==> src/rtl/mem_access_unit.sv <==
// ---------------------------------------------------------------------------
// mem_access_unit
//   MEM pipeline stage with a registered request/acknowledge data-memory bus
//   and the MEM/WB pipeline register.
//   Each aligned load or store issues one bus request. The unit then waits for
//   bus_ack or gives up after TIMEOUT cycles. It stalls the upstream pipeline
//   while the access is in flight.
//
// Ports
//   clk, reset              clock, asynchronous active-high reset
//   MEM_*                   EX/MEM pipeline register contents (inputs)
//   bus_req/we/addr/wdata   registered request to data memory (outputs)
//   bus_rdata, bus_ack      read data and one-cycle completion strobe (inputs)
//   mem_stall               combinational hold for PC, IF/ID, ID/EX, EX/MEM
//   WB_*                    MEM/WB pipeline register (outputs)
//   err_misalign/timeout    sticky error flags, cleared only by reset
// ---------------------------------------------------------------------------
module mem_access_unit #(
  parameter logic [7:0] TIMEOUT = 8'd255
) (
  input  logic        clk,
  input  logic        reset,
  input  logic        MEM_MemRead,
  input  logic        MEM_MemWrite,
  input  logic        MEM_RegWrite,
  input  logic [1:0]  MEM_MemtoReg,
  input  logic [31:0] MEM_ALUout,
  input  logic [31:0] MEM_MUX1,
  input  logic [31:0] MEM_PC4,
  input  logic [4:0]  MEM_Write_register,
  input  logic [7:0]  MEM_Inst_Addr,
  output logic        bus_req,
  output logic        bus_we,
  output logic [31:0] bus_addr,
  output logic [31:0] bus_wdata,
  input  logic [31:0] bus_rdata,
  input  logic        bus_ack,
  output logic        mem_stall,
  output logic        WB_RegWrite,
  output logic [1:0]  WB_MemtoReg,
  output logic [4:0]  WB_Write_register,
  output logic [31:0] WB_ALUout,
  output logic [31:0] WB_PC4,
  output logic [31:0] WB_MemData,
  output logic [7:0]  WB_Inst_Addr,
  output logic        err_misalign,
  output logic        err_timeout
);

  typedef enum logic [1:0] {S_IDLE, S_WAIT, S_DONE} state_t;

  state_t      r_state;
  state_t      w_state_next;
  logic        w_stall;
  logic        w_access;
  logic        w_aligned;
  logic        w_start;
  logic        w_misaligned;

  logic [7:0]  r_wait_cnt;
  logic [31:0] r_data;
  logic        r_bus_req;
  logic        r_bus_we;
  logic [31:0] r_bus_addr;
  logic [31:0] r_bus_wdata;
  logic        r_wb_regwrite;
  logic [1:0]  r_wb_memtoreg;
  logic [4:0]  r_wb_write_register;
  logic [31:0] r_wb_aluout;
  logic [31:0] r_wb_pc4;
  logic [31:0] r_wb_memdata;
  logic [7:0]  r_wb_inst_addr;
  logic        r_err_misalign;
  logic        r_err_timeout;

  assign w_access     = MEM_MemRead | MEM_MemWrite;
  assign w_aligned    = (MEM_ALUout[1:0] == 2'b00);
  assign w_start      = (r_state == S_IDLE) && w_access && w_aligned;
  assign w_misaligned = (r_state == S_IDLE) && w_access && !w_aligned;

  // State register
  always_ff @(posedge clk or posedge reset) begin
    if (reset) begin
      r_state <= S_IDLE;
    end else begin
      r_state <= w_state_next;
    end
  end

  // Next state and stall
  always_comb begin
    w_state_next = r_state;
    w_stall      = 1'b0;
    case (r_state)
      S_IDLE: begin
        if (w_access && w_aligned) begin
          w_stall      = 1'b1;
          w_state_next = S_WAIT;
        end
      end
      S_WAIT: begin
        w_stall = 1'b1;
        if (bus_ack || (r_wait_cnt == TIMEOUT)) begin
          w_state_next = S_DONE;
        end
      end
      S_DONE:  w_state_next = S_IDLE;
      default: w_state_next = S_IDLE;
    endcase
  end

  // Bus request, wait counter, data latch and timeout flag
  always_ff @(posedge clk or posedge reset) begin
    if (reset) begin
      r_bus_req     <= 1'b0;
      r_bus_we      <= 1'b0;
      r_bus_addr    <= 32'd0;
      r_bus_wdata   <= 32'd0;
      r_wait_cnt    <= 8'd0;
      r_data        <= 32'd0;
      r_err_timeout <= 1'b0;
    end else begin
      if (w_start) begin
        // A simultaneous read+write request is treated as a write
        r_bus_req   <= 1'b1;
        r_bus_we    <= MEM_MemWrite;
        r_bus_addr  <= MEM_ALUout;
        r_bus_wdata <= MEM_MUX1;
        r_wait_cnt  <= 8'd0;
      end else if (r_state == S_WAIT) begin
        if (bus_ack) begin
          r_data    <= bus_rdata;
          r_bus_req <= 1'b0;
        end else if (r_wait_cnt == TIMEOUT) begin
          // Abandoned access: a recognisable poison value goes to writeback
          r_bus_req     <= 1'b0;
          r_data        <= 32'hDEADBEEF;
          r_err_timeout <= 1'b1;
        end else begin
          r_wait_cnt <= r_wait_cnt + 8'd1;
        end
      end
    end
  end

  // MEM/WB register and misalignment flag
  always_ff @(posedge clk or posedge reset) begin
    if (reset) begin
      r_wb_regwrite       <= 1'b0;
      r_wb_memtoreg       <= 2'd0;
      r_wb_write_register <= 5'd0;
      r_wb_aluout         <= 32'd0;
      r_wb_pc4            <= 32'd0;
      r_wb_memdata        <= 32'd0;
      r_wb_inst_addr      <= 8'd0;
      r_err_misalign      <= 1'b0;
    end else if (w_stall) begin
      // Bubble: only the write enable is cleared, payload fields hold
      r_wb_regwrite <= 1'b0;
    end else begin
      // Not stalled means IDLE (no/misaligned access) or DONE
      r_wb_regwrite       <= MEM_RegWrite & ~w_misaligned;
      r_wb_memtoreg       <= MEM_MemtoReg;
      r_wb_write_register <= MEM_Write_register;
      r_wb_aluout         <= MEM_ALUout;
      r_wb_pc4            <= MEM_PC4;
      r_wb_inst_addr      <= MEM_Inst_Addr;
      r_wb_memdata        <= (r_state == S_DONE) ? r_data : 32'd0;
      if (w_misaligned) begin
        r_err_misalign <= 1'b1;
      end
    end
  end

  assign mem_stall         = w_stall;
  assign bus_req           = r_bus_req;
  assign bus_we            = r_bus_we;
  assign bus_addr          = r_bus_addr;
  assign bus_wdata         = r_bus_wdata;
  assign WB_RegWrite       = r_wb_regwrite;
  assign WB_MemtoReg       = r_wb_memtoreg;
  assign WB_Write_register = r_wb_write_register;
  assign WB_ALUout         = r_wb_aluout;
  assign WB_PC4            = r_wb_pc4;
  assign WB_MemData        = r_wb_memdata;
  assign WB_Inst_Addr      = r_wb_inst_addr;
  assign err_misalign      = r_err_misalign;
  assign err_timeout       = r_err_timeout;

endmodule

==> config.mk <==
export PLATFORM = sky130hd
export DESIGN_NAME = mem_access_unit
export DESIGN_NICKNAME = d
export VERILOG_FILES = /design/src/rtl/mem_access_unit.sv
export SDC_FILE = /design/constraint.sdc
export NUM_CORES = 1
export LEC_CHECK = 0
export CAP_MARGIN = 20
export CORE_MARGIN = 5
export CORE_UTILIZATION = 40
export DETAILED_ROUTE_END_ITERATION = 16
export DONT_BUFFER_PORTS = 1
export PLACE_DENSITY = 0.59
export RECOVER_POWER = 100
export SYNTH_ARGS = -nofsm -noshare
export SYNTH_HDL_FRONTEND = slang
export SYNTH_SLANG_ARGS = --single-unit
==> constraint.sdc <==
create_clock -name clk -period 7.3 [get_ports clk]
set_input_delay 0.365 -clock clk [delete_from_list [all_inputs] [get_ports clk]]
set_output_delay 0.365 -clock clk [all_outputs]
set_load 0.05 [all_outputs]
# ---- After elaboration in Yosys (flattened, before gate mapping)
# Index checks and enable logic that the tools add are counted.
# W data, S select, Z words.
dict set report word_totals {
  regBits 222
  latch_bits 0
  ramBits 0
  rom_bits 0
  inputBits 149
  out_inout_bits 181
  elab_cells 64
  n_memories 0
}
dict set report classes {
  add_sub_neg 1
  mul 0
  n_div 0
  magnitude_cmp 0
  n_eq_ne 7
  n_shift 0
  muxes 17
  n_bitwise 6
  reduce_logical 17
}
# operator count
set op_table {}
lappend op_table {{$mux W32} 3}
lappend op_table {{$mux W8} 4}
lappend op_table {{$add A8 B1 Y8 const B} 1}
lappend op_table {{$eq A8 B8 Y1 const B} 1}
lappend op_table {{$mux W1} 6}
lappend op_table {{$reduce_and A2 Y1} 3}
lappend op_table {{$reduce_and A3 Y1} 2}
lappend op_table {{$logic_and A1 B1 Y1} 4}
lappend op_table {{$logic_not A2 Y1} 2}
lappend op_table {{$mux W2} 2}
lappend op_table {{$ne A2 B1 Y1 const B} 2}
lappend op_table {{$ne A2 B2 Y1 const B} 2}
lappend op_table {{$not A1 Y1} 4}
lappend op_table {{$pmux W2 S2} 1}
lappend op_table {{$reduce_and A4 Y1} 1}
lappend op_table {{$reduce_bool A2 Y1} 2}
lappend op_table {{$reduce_bool A3 Y1} 1}
lappend op_table {{$eq A2 B1 Y1 const B} 1}
lappend op_table {{$eq A2 B2 Y1 const B} 1}
lappend op_table {{$pmux W1 S2} 1}
lappend op_table {{$and A1 B1 Y1} 1}
lappend op_table {{$logic_not A1 Y1} 1}
lappend op_table {{$logic_or A1 B1 Y1} 1}
lappend op_table {{$or A1 B1 Y1} 1}

# ---- Depth between registers and ports, before layout
dict set report logic_depth {
  word_depth 6
  mapped_depth 7
  ltp_nobuf 6
}

# ---- Worst setup path after synthesis
# Ideal clock, no wire load.
dict set report synth_timing {
  path_type {flip-flop to output port}
  startpoint {reg r_state[1]}
  endpoint {out mem_stall}
  t_arrival_ps 1239
  t_required_ps 6935
  slack_ps 5696
  path_stages_with_launch 6
  n_path_buf 2
  cell_sequence {dfrtp_1 nor2_1 o211ai_2 nand2_1 buf_6 buf_2}
}
dict set report synth_between {
  elab_chain_len 2
  elab_cells_between_ends 3
  cone_classes {eq/ne (1); mux (1); reduce/logical (1)}
}
# element line
set synth_rtl {}
lappend synth_rtl {{start, declared} 52} ;# state_t r_state;
lappend synth_rtl {{start signal, assigned} 86} ;# r_state <= w_state_next;
lappend synth_rtl {{$eq A2 B1 Y1 / $logic_not A2 Y1 (equally long branches)} 94} ;# case (r_state)
lappend synth_rtl {{$pmux W1 S2 (*)} 94}
lappend synth_rtl {{end, declared} 38} ;# output logic mem_stall,
# Mark *: on every way between the ends. The rest lies on a longest branch, timed or not.

# ---- Worst setup path after layout
dict set report layout_timing {
  startpoint {reg r_state[0]}
  endpoint {out mem_stall}
}
# Same word-level chain as after synthesis.

==> flow_summary.ini <==
[route]
vias = 4833
avgRoutedWirePerCell_um = 21.68
drt_first_pass_iters = 4
drt_iter0_drc = 190
drc = 0
avgViaCountPerCell = 5.225
drt_wl_total_um = 20060
drtAntennaViolNets = 0

[power_and_ir_drop]
power_mw = 3.999
vdd_drop_max_mv = 0.1665
cellLeakagePower_nw = 4.552
powerDensity_nw_per_um2 = 381.0

[floorplan]
die_area_um2 = 23650
coreArea_um2 = 20300
dieHeight_um = 153.8
die_w_um = 153.8
fp-row-count = 52
initial_core_util = 0.4075
ios = 330

[synthesis]
synthTopCellsByArea = dfrtp_1, mux2_2, mux2_1
synth-edff-count = 0
netlist-cell-type-count = 39
synth_top_area_cell = dfrtp_1
synth-seq-cells = 222
avgSynthCellArea_um2 = 16.16
yosysWarningCount = 0
yosysTopAreaCellShare = 0.6716
synth_nets = 662
synth_cells = 512
ys.flop_type = dfrtp_1
syn_area_um2 = 8272
yosysSeqAreaShare = 0.6716
synthArstFlopShare = 1.000

[timing]
setup_viol = 0
max_freq_mhz = 219.5
hold_violations = 0
fin_skew_ns = 0.01243
tns_ns = 0
tightest_slew_ns = 3.988
slew_viol_final = 141
finalCritPeriodShare = 0.6242
rsz0062_at_grt = false
slew_headroom = -1.658
min_period_ns = 4.557

[layout]
area_growth_pct = 26.89
num-nets-final = 790
drive_gt1_frac = 0.2137
diodes = 0
final_cell_count_no_fill = 925

[place]
globalplace.congestion = 0.7290
place_hpwl_um = 13300
placedCellCount = 757
io_buffers = 0

[status]
outcome = complete, but fails checks
violations = capacitance limit, slew limit

[critical_path]
arrival_ns = 4.19
crit_path_end_kind = output pin
critical-path-top-delay-family = simple AND/OR/NAND/NOR gates
max_stage_delay_ns = 2.08
path_buf_inv = 1
cp_cell_sequence = nor2_1, o211ai_1, nand2_1, buf_4
crit_fanout = 65
critPathKind = flop to output pin
worstSetupStartpointType = flop
crit_path_top_delay_cell = nand2_1
worstPathRequired_ns = 6.93

[global_route]
grt.overflow.total = 0
track_usage = 0.1608
grt_max_degree = 141
antenna_found_initial = 0
grt_pass1_wl_um = 30950
grt_pass1_vias = 5386

[clocking]
cts_tree = yes
clk_latency_ns = 0.50
clock-sinks = 222
clock_path_buffers = 3
cts_root_buf = clkbuf_16
numCtsBuffers = 24
post_cts_resize_count = 0
clkTransAtPathRegs_ns = 0.06
htree_levels = 1

[hold_path]
worst_hold_path_type = input pin to flop

[run]
maxCapViolations = 2
cell usage after synthesis (2+ instances only):
| master | n |
|---|---|
| clkbuf_1 | 6 |
| xnor2_1 | 2 |
| a21o_1 | 2 |
| and2_1 | 3 |
| buf_4 | 7 |
| o211ai_1 | 2 |
| mux2_1 | 47 |
| a22o_1 | 40 |
| o21ai_0 | 6 |
| nand2b_1 | 2 |
| buf_6 | 6 |
| nand3_1 | 4 |
| o22a_1 | 24 |
| mux2_2 | 95 |
| inv_1 | 2 |
| nor2_1 | 4 |
| o211ai_2 | 2 |
| dfrtp_1 | 222 |
| and3_1 | 2 |
| buf_2 | 10 |
| nand2_1 | 6 |
per-stage QoR:
stage          area (um2)  worst slack, ns  hold slack [ns]    util
3_3_place_gp         8473            4.515           0.4709  0.4174
4_1_cts             10480            4.153       0.00002570  0.5161
2_1_floorplan        8272           0.8572           0.4609       -
6_report            10500            2.743          0.01656  0.5171
3_5_place_dp         8473            4.442           0.4781  0.4174
5_1_grt             10500            2.442        0.0004621  0.5171
final timing paths:
| path | startpoint | end | slack, ns | cells past startpoint |
|---|---|---|---|---|
| setup / recovery | r_state[0] | mem_stall | 2.74 | 4 |
| hold / removal | MEM_Write_register[3] | WB_Write_register[3] | 0.02 | 1 |
| setup reg to reg | r_state[0] | WB_PC4[20] | 3.10 | 5 |
| hold reg to reg | r_data[1] | r_data[1] | 0.49 | 1 |
| max in group asynchronous | reset | WB_ALUout[2] | 5.18 | 4 |
| min in group asynchronous | reset | bus_wdata[31] | 0.57 | 2 |
cell usage in the layout, fill, tap and decap left out, drive strengths merged, types with 2 or more instances in the layout:
cell / Yosys / routed
o21ai: 8 / 8
clkinv: 0 / 4
nand2: 6 / 6
mux2: 142 / 142
o22a: 24 / 24
nor2: 5 / 5
o211ai: 4 / 4
xnor2: 2 / 2
dfrtp: 222 / 222
buf: 23 / 3
and3: 2 / 2
clkbuf: 6 / 37
nand3: 5 / 5
dlygate4sd3: 0 / 126
inv: 3 / 4
nand4: 2 / 2
a22o: 40 / 40
nand2b: 2 / 2
and2: 4 / 4
a21o: 2 / 2
logic make-up after synthesis:
logic type	Yosys count	share of synthesized area
DFF	222	0.6716
muxes	143	0.1945
AOI/OAI and AO/OA	81	0.08304
buffers and inverters	32	0.02466
and+or+nand+nor	31	0.02254
xor gates and xnor gates	2	0.002118
adders and majority gates	1	0.001512
routing by layer:
metal | GRT usage | share of wire | up-vias
li1 | - | - | 2110
met1 | 0.1865 | 0.36 | 2475
met2 | 0.2847 | 0.52 | 202
met3 | 0.04694 | 0.082 | 46
met4 | 0.05593 | 0.033 | 0
met5 | 0 | 0 | -
sequential cells by signal, summed over array words and instances, names as in the netlist:
register and flops:
r_wait_cnt 8, r_state 2, bus_we 1, WB_Inst_Addr 8, WB_MemData 32, WB_MemtoReg 2
WB_ALUout 32, bus_addr 32, err_misalign 1, bus_wdata 32, bus_req 1, WB_RegWrite 1
err_timeout 1, WB_PC4 32, r_data 32, WB_Write_register 5
power breakdown:
group	leakage, nW	internal, mW	total, mW	switching [mW]
clock	0.390	0.718	1.18	0.465
sequential	2.68	1.48	2.38	0.899
combinational	1.48	0.260	0.437	0.176
layout make-up:
cell class / count / area, um2
Clock buffer: 35 / 723.2
Clock inverter: 6 / 58.81
Timing Repair Buffer: 131 / 1311
Fill cell: 1662 / 9803
Multi-Input combinational cell: 258 / 2491
Inverter: 3 / 18.77
Tap cell: 270 / 337.8
Sequential cell: 222 / 5555
repair_timing:
item                                   4_1_cts  5_1_grt
setup buffers                                0        0
endpoints found under the hold margin      284        4
setup endpoints to repair                    0        0
hold buffers                               122        4
Note: power is estimated with default switching activity, not from simulation.
